`src/rtl/mem_arbiter_pkg.sv`:
```
// Shared definitions for the instruction/data memory arbiter.
//   - Data and address widths, and the byte-access-pattern (amp) width.
//   - Default memory latency and starvation limit.
//   - FSM state encoding.
//   - Request latch layout: owner, write enable, amp, address, store data.
package mem_arbiter_pkg;
  localparam int XLEN       = 32;
  localparam int ADDR_SIZE  = 32;
  localparam int INSTR_SIZE = 32;
  localparam int AMP_W      = 4;

  localparam int MEM_LAT_DEF    = 2;  // legal range 1..7 (3-bit counter)
  localparam int STARVE_MAX_DEF = 4;

  localparam logic [1:0] ST_IDLE   = 2'd0;
  localparam logic [1:0] ST_BUSY_I = 2'd1;
  localparam logic [1:0] ST_BUSY_D = 2'd2;

  typedef struct packed {
    logic                 owner_d;  // 1: data port owns the access
    logic                 we;
    logic [AMP_W-1:0]     amp;
    logic [ADDR_SIZE-1:0] addr;
    logic [XLEN-1:0]      wdata;
  } req_latch_t;
endpackage

```
`src/rtl/mem_arbiter_arb_prio.sv`:
```
// IDLE-state priority decision between fetch and data requests.
//   i_req, d_req : pending requests
//   scnt         : data grants issued so far while a fetch waited
//   gnt_i, gnt_d : one-hot (or none) grant decision
// Data wins by default; a fetch that has waited STARVE_MAX data grants wins.
module arb_prio
  import mem_arbiter_pkg::*;
#(
  parameter int STARVE_MAX = STARVE_MAX_DEF
) (
  input  logic       i_req,
  input  logic       d_req,
  input  logic [2:0] scnt,
  output logic       gnt_i,
  output logic       gnt_d
);
  logic starved;

  assign starved = i_req && (scnt == 3'(STARVE_MAX));
  assign gnt_i   = i_req && (!d_req || starved);
  assign gnt_d   = d_req && !starved;
endmodule

```
`src/rtl/mem_arbiter.sv`:
```
// Arbiter sharing one single-port memory between a fetch and a data port.
//   clk, reset       : clock, asynchronous active-low reset
//   i_req/i_addr     : fetch request; i_gnt, i_rvalid, i_rdata back
//   d_req/d_we/d_amp/d_addr/d_wdata : load/store request; d_gnt, d_rvalid, d_rdata back
//   m_*              : memory side; m_req pulses in the first busy cycle,
//                      the other m_* hold the latched request while busy
// Grants are combinational in IDLE; the access completes MEM_LAT cycles
// after the grant, and IDLE resumes the cycle after completion.
module mem_arbiter
  import mem_arbiter_pkg::*;
#(
  parameter int MEM_LAT    = MEM_LAT_DEF,
  parameter int STARVE_MAX = STARVE_MAX_DEF
) (
  input  logic                  clk,
  input  logic                  reset,
  input  logic                  i_req,
  input  logic [ADDR_SIZE-1:0]  i_addr,
  output logic                  i_gnt,
  output logic                  i_rvalid,
  output logic [INSTR_SIZE-1:0] i_rdata,
  input  logic                  d_req,
  input  logic                  d_we,
  input  logic [AMP_W-1:0]      d_amp,
  input  logic [ADDR_SIZE-1:0]  d_addr,
  input  logic [XLEN-1:0]       d_wdata,
  output logic                  d_gnt,
  output logic                  d_rvalid,
  output logic [XLEN-1:0]       d_rdata,
  output logic                  m_req,
  output logic                  m_we,
  output logic [AMP_W-1:0]      m_amp,
  output logic [ADDR_SIZE-1:0]  m_addr,
  output logic [XLEN-1:0]       m_wdata,
  input  logic [XLEN-1:0]       m_rdata
);
  logic [1:0] state;
  logic [2:0] cnt;
  logic [2:0] scnt;
  req_latch_t lat;
  logic       busy, last, gnt_i, gnt_d;

  arb_prio #(.STARVE_MAX(STARVE_MAX)) u_prio (
    .i_req (i_req),
    .d_req (d_req),
    .scnt  (scnt),
    .gnt_i (gnt_i),
    .gnt_d (gnt_d)
  );

  // Grants are gated by reset so every output is 0 while reset is held,
  // even with a request pending.
  assign i_gnt = reset && (state == ST_IDLE) && gnt_i;
  assign d_gnt = reset && (state == ST_IDLE) && gnt_d;

  assign busy = (state != ST_IDLE);
  assign last = busy && (cnt == 3'd1);

  assign i_rvalid = last && !lat.owner_d;
  assign d_rvalid = last && lat.owner_d;
  assign i_rdata  = i_rvalid ? m_rdata : '0;
  assign d_rdata  = (d_rvalid && !lat.we) ? m_rdata : '0;

  // cnt is loaded with MEM_LAT, so the first busy cycle is cnt == MEM_LAT.
  assign m_req   = busy && (cnt == 3'(MEM_LAT));
  assign m_we    = busy && lat.owner_d && lat.we;
  assign m_amp   = busy ? lat.amp   : '0;
  assign m_addr  = busy ? lat.addr  : '0;
  assign m_wdata = busy ? lat.wdata : '0;

  always_ff @(posedge clk or negedge reset) begin
    if (!reset) begin
      state <= ST_IDLE;
      cnt   <= '0;
      scnt  <= '0;
      lat   <= '0;
    end else begin
      case (state)
        ST_IDLE: begin
          if (i_gnt) begin
            // Fetches are whole-word reads.
            state       <= ST_BUSY_I;
            cnt         <= 3'(MEM_LAT);
            lat.owner_d <= 1'b0;
            lat.we      <= 1'b0;
            lat.amp     <= '1;
            lat.addr    <= i_addr;
            lat.wdata   <= '0;
          end else if (d_gnt) begin
            state       <= ST_BUSY_D;
            cnt         <= 3'(MEM_LAT);
            lat.owner_d <= 1'b1;
            lat.we      <= d_we;
            lat.amp     <= d_amp;
            lat.addr    <= d_addr;
            lat.wdata   <= d_wdata;
          end
        end
        ST_BUSY_I, ST_BUSY_D: begin
          cnt <= cnt - 3'd1;
          if (cnt == 3'd1) state <= ST_IDLE;
        end
        default: state <= ST_IDLE;
      endcase

      if (i_gnt)
        scnt <= '0;
      else if (d_gnt && i_req && (scnt != 3'(STARVE_MAX)))
        scnt <= scnt + 3'd1;
    end
  end
endmodule
```
`config.mk`:
```
export PLATFORM = sky130hd
export DESIGN_NAME = mem_arbiter
export DESIGN_NICKNAME = d
export VERILOG_FILES = /design/src/rtl/mem_arbiter_pkg.sv /design/src/rtl/mem_arbiter_arb_prio.sv /design/src/rtl/mem_arbiter.sv
export SDC_FILE = /design/constraint.sdc
export NUM_CORES = 1
export LEC_CHECK = 0
export BUFFER_PORTS_ARGS = -buffer_cell sky130_fd_sc_hd__buf_2
export CAP_MARGIN = 20
export CORE_MARGIN = 8
export CORE_UTILIZATION = 43
export CTS_CLUSTER_DIAMETER = 120
export DETAILED_ROUTE_END_ITERATION = 12
export PLACE_DENSITY = 0.81
export SLEW_MARGIN = 5
export SYNTH_ARGS = -nofsm -noshare
export SYNTH_HDL_FRONTEND = slang
export SYNTH_HIERARCHICAL = 1
export SYNTH_SLANG_ARGS = --single-unit
```
`constraint.sdc`:
```
create_clock -name clk -period 2.25 [get_ports clk]
set_clock_uncertainty 0.05 [all_clocks]
set_input_delay 0.3375 -clock clk [delete_from_list [all_inputs] [get_ports clk]]
set_output_delay 0.3375 -clock clk [all_outputs]
set_load 0.02 [all_outputs]
```
==> results of run 1 <==
[layout make-up]
type	instances	area, um^2
multi-input cells	350	2310
inverters	11	43.8
flip-flops and latches	78	1950
repair buffers	300	2030
fillers	730	2960
clock buffers	12	145
diodes	2	5.00
clock inverters	4	70.1
well taps	133	166
[worst max-delay path: stages, from the launching register on]
cell and delay (ns):
dfrtp_1 0.37, inv_2 0.07, ha_4 0.18, nor2_4 0.09, and4b_2 0.36, clkbuf_16 0.19
and2_4 0.15, buf_6 0.11
[flip-flops by register name (all words and copies together) (netlist names)]
name and count:
state 2, cnt 3, lat 70, scnt 3
[cells in the final DEF, fill, tap and decap left out, types with 10 or more instances in the layout]
cell,n
and2_1,14
buf_2,214
dfrtp_1,78
buf_4,16
a22o_1,33
nor2_1,37
a21oi_1,65
clkbuf_8,10
nor2b_1,70
and2_4,51
buf_6,64
nand2_1,40
[power breakdown]
| group | internal [mW] | switching (mW) |
|---|---|---|
| clock | 0.653 | 0.496 |
| combinational | 1.75 | 2.56 |
| sequential | 2.07 | 0.388 |
| total | 4.48 | 3.45 |
[through the flow]
stage | setup slack (ns) | power, mW | std cells
after floorplan | 0.192 | 5.13 | 473
after global placement | 0.277 | 6.38 | 859
after detailed placement | 0.181 | 6.54 | 859
after CTS | 0.00340 | 7.75 | 877
after global routing | -0.0772 | 8.46 | 890
final | 0.000252 | 7.92 | 890
[timing repair]
item	in CTS	in global routing
endpoints found under the setup margin	68	71
hold buffers	1	0
setup buffers	1	4
endpoints found under the hold margin	7	0
pin swaps	2	39
gates resized for setup	13	183
cloned	0	7
[worst max path at each step]
stage	cells past startpoint	end	slack (ns)	startpoint
floorplan	5	i_rdata[22]	0.19	state[0]
global placement	7	lat[68]	0.28	i_req
detailed placement	8	lat[39]	0.18	i_req
CTS	7	d_rdata[27]	0.003	state[0]
global route	7	d_rdata[15]	-0.08	state[0]
finish	7	d_rdata[15]	0.0003	state[0]
[cells by family after synthesis]
family	share of synthesized area, %
simple gates	28.6
buf+inv	4.53
fa+ha+maj	2.06
flops	45.8
compound gates	19.0
[per-layer routing]
layer  GRT usage (%)  part of all wire, %  vias up  wire [um]
li1                -                    -     2135          -
met2            38.6                   52      216       8630
met1            24.8                   39     2205       6450
met5               0                    0        -          0
met4            8.67                  2.3        0        385
met3            4.12                  7.5       23       1260
==> results.json, run 1 <==
{
  "grt_pass1_vias": 4589,
  "postSynth.topFlopCell": "dfrtp_1",
  "track_usage_pct": 21.6,
  "crit_arrival_ns": 1.86,
  "max-vdd-ir-drop_v": 0.000811,
  "drv_slew": 0,
  "wl_um": 16700,
  "synth_area_um2": 4260,
  "power_density_nw_per_um2": 1180,
  "rr_endpoint": "lat[10]",
  "die_w_um": 116,
  "timing.fmax_ghz": 0.444,
  "coreArea_um2": 9680,
  "antenna_found_initial": 2,
  "fin_nets": 894,
  "r2r_slack_ns": 0.17,
  "synth_warnings": 6,
  "cts.htree.levels": 3,
  "synthTopCellsByArea": "dfrtp_1, nor2b_1, and2_1, a21oi_1, a22o_1",
  "wl_per_cell_um": 18.8,
  "port_buffers": 274,
  "firstDrtPassIters": 5,
  "die_h_um": 116,
  "ys_ff_latch": 78,
  "clockRootBuffer": "clkbuf_8",
  "max_cap_viol_count": 0,
  "ys_types": 39,
  "yosysTopAreaCell": "dfrtp_1",
  "grt_pass1_wl_um": 23000,
  "grt_max_degree": 72,
  "hp-start": "d_amp[1]",
  "setup_viol": 0,
  "cp-start-kind": "flop",
  "hold_ws_ns": 0.149,
  "synth.most_common_cell": "dfrtp_1",
  "rsz0062_at_grt": "true",
  "syn_area_per_cell_um2": 9.00,
  "synth_edf_count": 0,
  "io_pins": 275,
  "async_reset_ff_share_pct": 100,
  "holdPathStages": 2,
  "clk_latency_ns": 0.34,
  "drcViolationCount": 0,
  "synth_nets": 617,
  "worst_ep_required_time_ns": 1.86,
  "drive_above_1_share_pct": 50.5,
  "placed_area_um2": 5790,
  "hold-path-endpoint": "lat[65]",
  "r2r.worst_path.cells": 6,
  "synth_seq_area_share_pct": 45.8,
  "fin_area_um2": 6720,
  "r2r-start": "scnt[2]",
  "cts_tree": "built",
  "worst_pin_slew_ns": 0.921,
  "cp-end-kind": "output pin",
  "status": "finished clean",
  "hold_viol_final": 0,
  "initial_utilization_pct": 44.0,
  "clk_pin_slew_ns": 0.08,
  "num_vias": 4579,
  "via_per_inst": 5.14,
  "post-route-period-util_pct": 100,
  "post-route-util_pct": 69.4,
  "cp_max_fo": 8,
  "hold_class": "in -> reg",
  "criticalPathCategory": "reg -> out",
  "cts.sinks": 78,
  "die_area_um2": 13300,
  "gp_congestion": 0.904,
  "period_minus_slack_ns": 2.25,
  "hpwl_um": 11600,
  "max_slew_margin_pct": 38.6,
  "fp-row-count": 36,
  "grt.overflow.total": 0,
  "area_delta_synth_final_pct": 57.8,
  "final_antenna_net_count": 0,
  "synth_top_area_share_pct": 45.8,
  "syn_inst": 473,
  "synth_commonest_cells": "dfrtp_1, nor2b_1, a21oi_1, and2_1, nand2_1",
  "drt-initial-drc-count": 311,
  "clockBufferDepth": 2,
  "cellLeakagePower_nw": 3.54,
  "setup_tns_ns": 0,
  "cts_buffers": 9
}
Power figures use the tool's default switching activity.
==> run 2: changes to the inputs <==
--- a/constraint.sdc
+++ b/constraint.sdc
@@ -4,2 +4,2 @@
 set_output_delay 0.3375 -clock clk [all_outputs]
-set_load 0.02 [all_outputs]
+set_load 0.05 [all_outputs]
==> run 2 against run 1 <==
The run now ends with negative setup slack left. Global-route usage rose by 0.50 points. Count of clock-buffer cells in the layout did not move. Sequential cell count is the same. Critical path depth unchanged.
==> results.json, run 2 (synthesis gave the netlist of run 1 again) <==
{
  "power_density_nw_per_um2": 1370,
  "post-route-period-util_pct": 101,
  "hpwl_um": 11600,
  "hold_class": "in -> reg",
  "via_per_inst": 5.16,
  "cp-end-kind": "output pin",
  "drcViolationCount": 0,
  "multi_input_area_um2": 2270,
  "timing.fmax_ghz": 0.441,
  "firstDrtPassIters": 4,
  "grt_max_degree": 59,
  "fin_nets": 893,
  "final_cell_mix": "buf_2, dfrtp_1, nor2b_1",
  "fp-row-count": 36,
  "fill_cells": 731,
  "drt-initial-drc-count": 359,
  "cts_tree": "built",
  "hold_viol_final": 0,
  "drive_above_1_share_pct": 49.6,
  "worst_pin_slew_ns": 0.909,
  "largest_register_ffs": 70,
  "period_minus_slack_ns": 2.27,
  "clockBufferDepth": 2,
  "grt_pass1_wl_um": 23600,
  "fin_area_um2": 6820,
  "die_area_um2": 13300,
  "setup_viol": 2,
  "crit_arrival_ns": 1.88,
  "num_vias": 4590,
  "gp_congestion": 0.909,
  "clk_latency_ns": 0.33,
  "fin_ws_ns": -0.0154,
  "cts.htree.levels": 3,
  "coreArea_um2": 9680,
  "criticalPathCategory": "reg -> out",
  "worst_ep_required_time_ns": 1.86,
  "grt_pass1_vias": 4742,
  "seq_area_um2": 1950,
  "area_delta_synth_final_pct": 60.1,
  "violations": "negative setup slack",
  "reg.largest.list": "lat: 70 flops, cnt: 3 flops, scnt: 3 flops",
  "final_common_cell": "buf_2",
  "top_register": "lat",
  "max_cap_viol_count": 0,
  "initial_utilization_pct": 44.0,
  "drv_slew": 0,
  "io_pins": 275,
  "status": "finished, violations left",
  "post-route-util_pct": 70.4,
  "die_h_um": 116,
  "max_slew_margin_pct": 39.2,
  "antenna_found_initial": 3,
  "rsz0062_at_grt": "true",
  "cp-start-kind": "flop",
  "port_buffers": 274,
  "max-vdd-ir-drop_v": 0.000982,
  "cellLeakagePower_nw": 3.54,
  "track_usage_pct": 22.1,
  "clk_pin_slew_ns": 0.08,
  "clockRootBuffer": "clkbuf_8",
  "wl_um": 17200,
  "cp_max_fo": 8,
  "hp-start": "d_amp[3]",
  "grt.overflow.total": 0,
  "die_w_um": 116,
  "startpoint": "cnt[1]",
  "r2r-start": "state[1]",
  "cts.sinks": 78,
  "cts_buffers": 9,
  "placed_area_um2": 5830,
  "final_antenna_net_count": 0,
  "wl_per_cell_um": 19.3
}
-- run 2: cell count changes in the layout (fill, tap and decap cells not counted), sizes merged --
cell / delta
bufinv: -1
buf: -5
clkinvlp: +1
clkbuf: +4
clkinv: +1
inv: -1
diode: +1
-- run 2: area by class of cell --
| type | instances | area share (%) |
|---|---|---|
| multi-input combinational | 350 | 33.4 |
| timing repair buffer | 299 | 32.1 |
| sequential | 78 | 28.6 |
| tap | 133 | 2.44 |
| clock buffer | 12 | 1.98 |
| clock inverter | 4 | 0.698 |
| inverter | 11 | 0.624 |
| antenna | 3 | 0.110 |
-- run 2: path summary, 6_finish.rpt --
kind / endpoint / slack, ns / cells after the start
max in group asynchronous: lat[0] / 0.89 / 2
worst max-delay path: i_rdata[11] / -0.02 / 7
min in group asynchronous: lat[64] / 0.18 / 2
worst max register to register: lat[62] / 0.30 / 7
worst min register to register: lat[2] / 0.45 / 1
worst min-delay path: lat[67] / 0.16 / 2
-- run 2: metal layers --
metal | share of wire (%) | wire, um | track usage, %
met5 | 0 | 0 | 0
met4 | 3.8 | 645 | 13.0
met3 | 6.9 | 1190 | 4.33
met2 | 51 | 8780 | 38.6
met1 | 38 | 6570 | 24.6
-- run 2: where the power goes --
part	internal [mW]	leakage (nW)	switching [mW]
registers	2.07	0.931	0.389
clock network	0.511	0.0904	0.485
logic	1.77	2.52	4.10
-- run 2: worst max-delay path, stage by stage (launching register included) --
cell and delay (ns):
dfrtp_1 0.40, inv_2 0.10, ha_4 0.15, nor4b_4 0.20, buf_6 0.17, clkbuf_16 0.15
and2_1 0.16, buf_4 0.21
-- run 2: through the flow --
step	TNS [ns]	setup slack, ns	hold WS [ns]	std cells	power [mW]
global route	-1.33	-0.0919	0.149	890	9.86
detailed placement	0	0.188	0.218	859	8.08
CTS	0	0.00350	0.143	876	9.19
finish	-0.0211	-0.0154	0.156	890	9.32
floorplan	0	0.0990	-0.00809	473	6.66
global placement	0	0.275	0.216	859	7.92
-- run 2: repair_timing --
item | 4_1_cts | 5_1_grt
setup buffers | 0 | 5
hold endpoints to repair | 20 | 0
resized for setup | 100 | 103
hold buffers | 1 | 0
endpoints found under the setup margin | 65 | 87
cloned | 0 | 6
pin swaps | 1 | 29
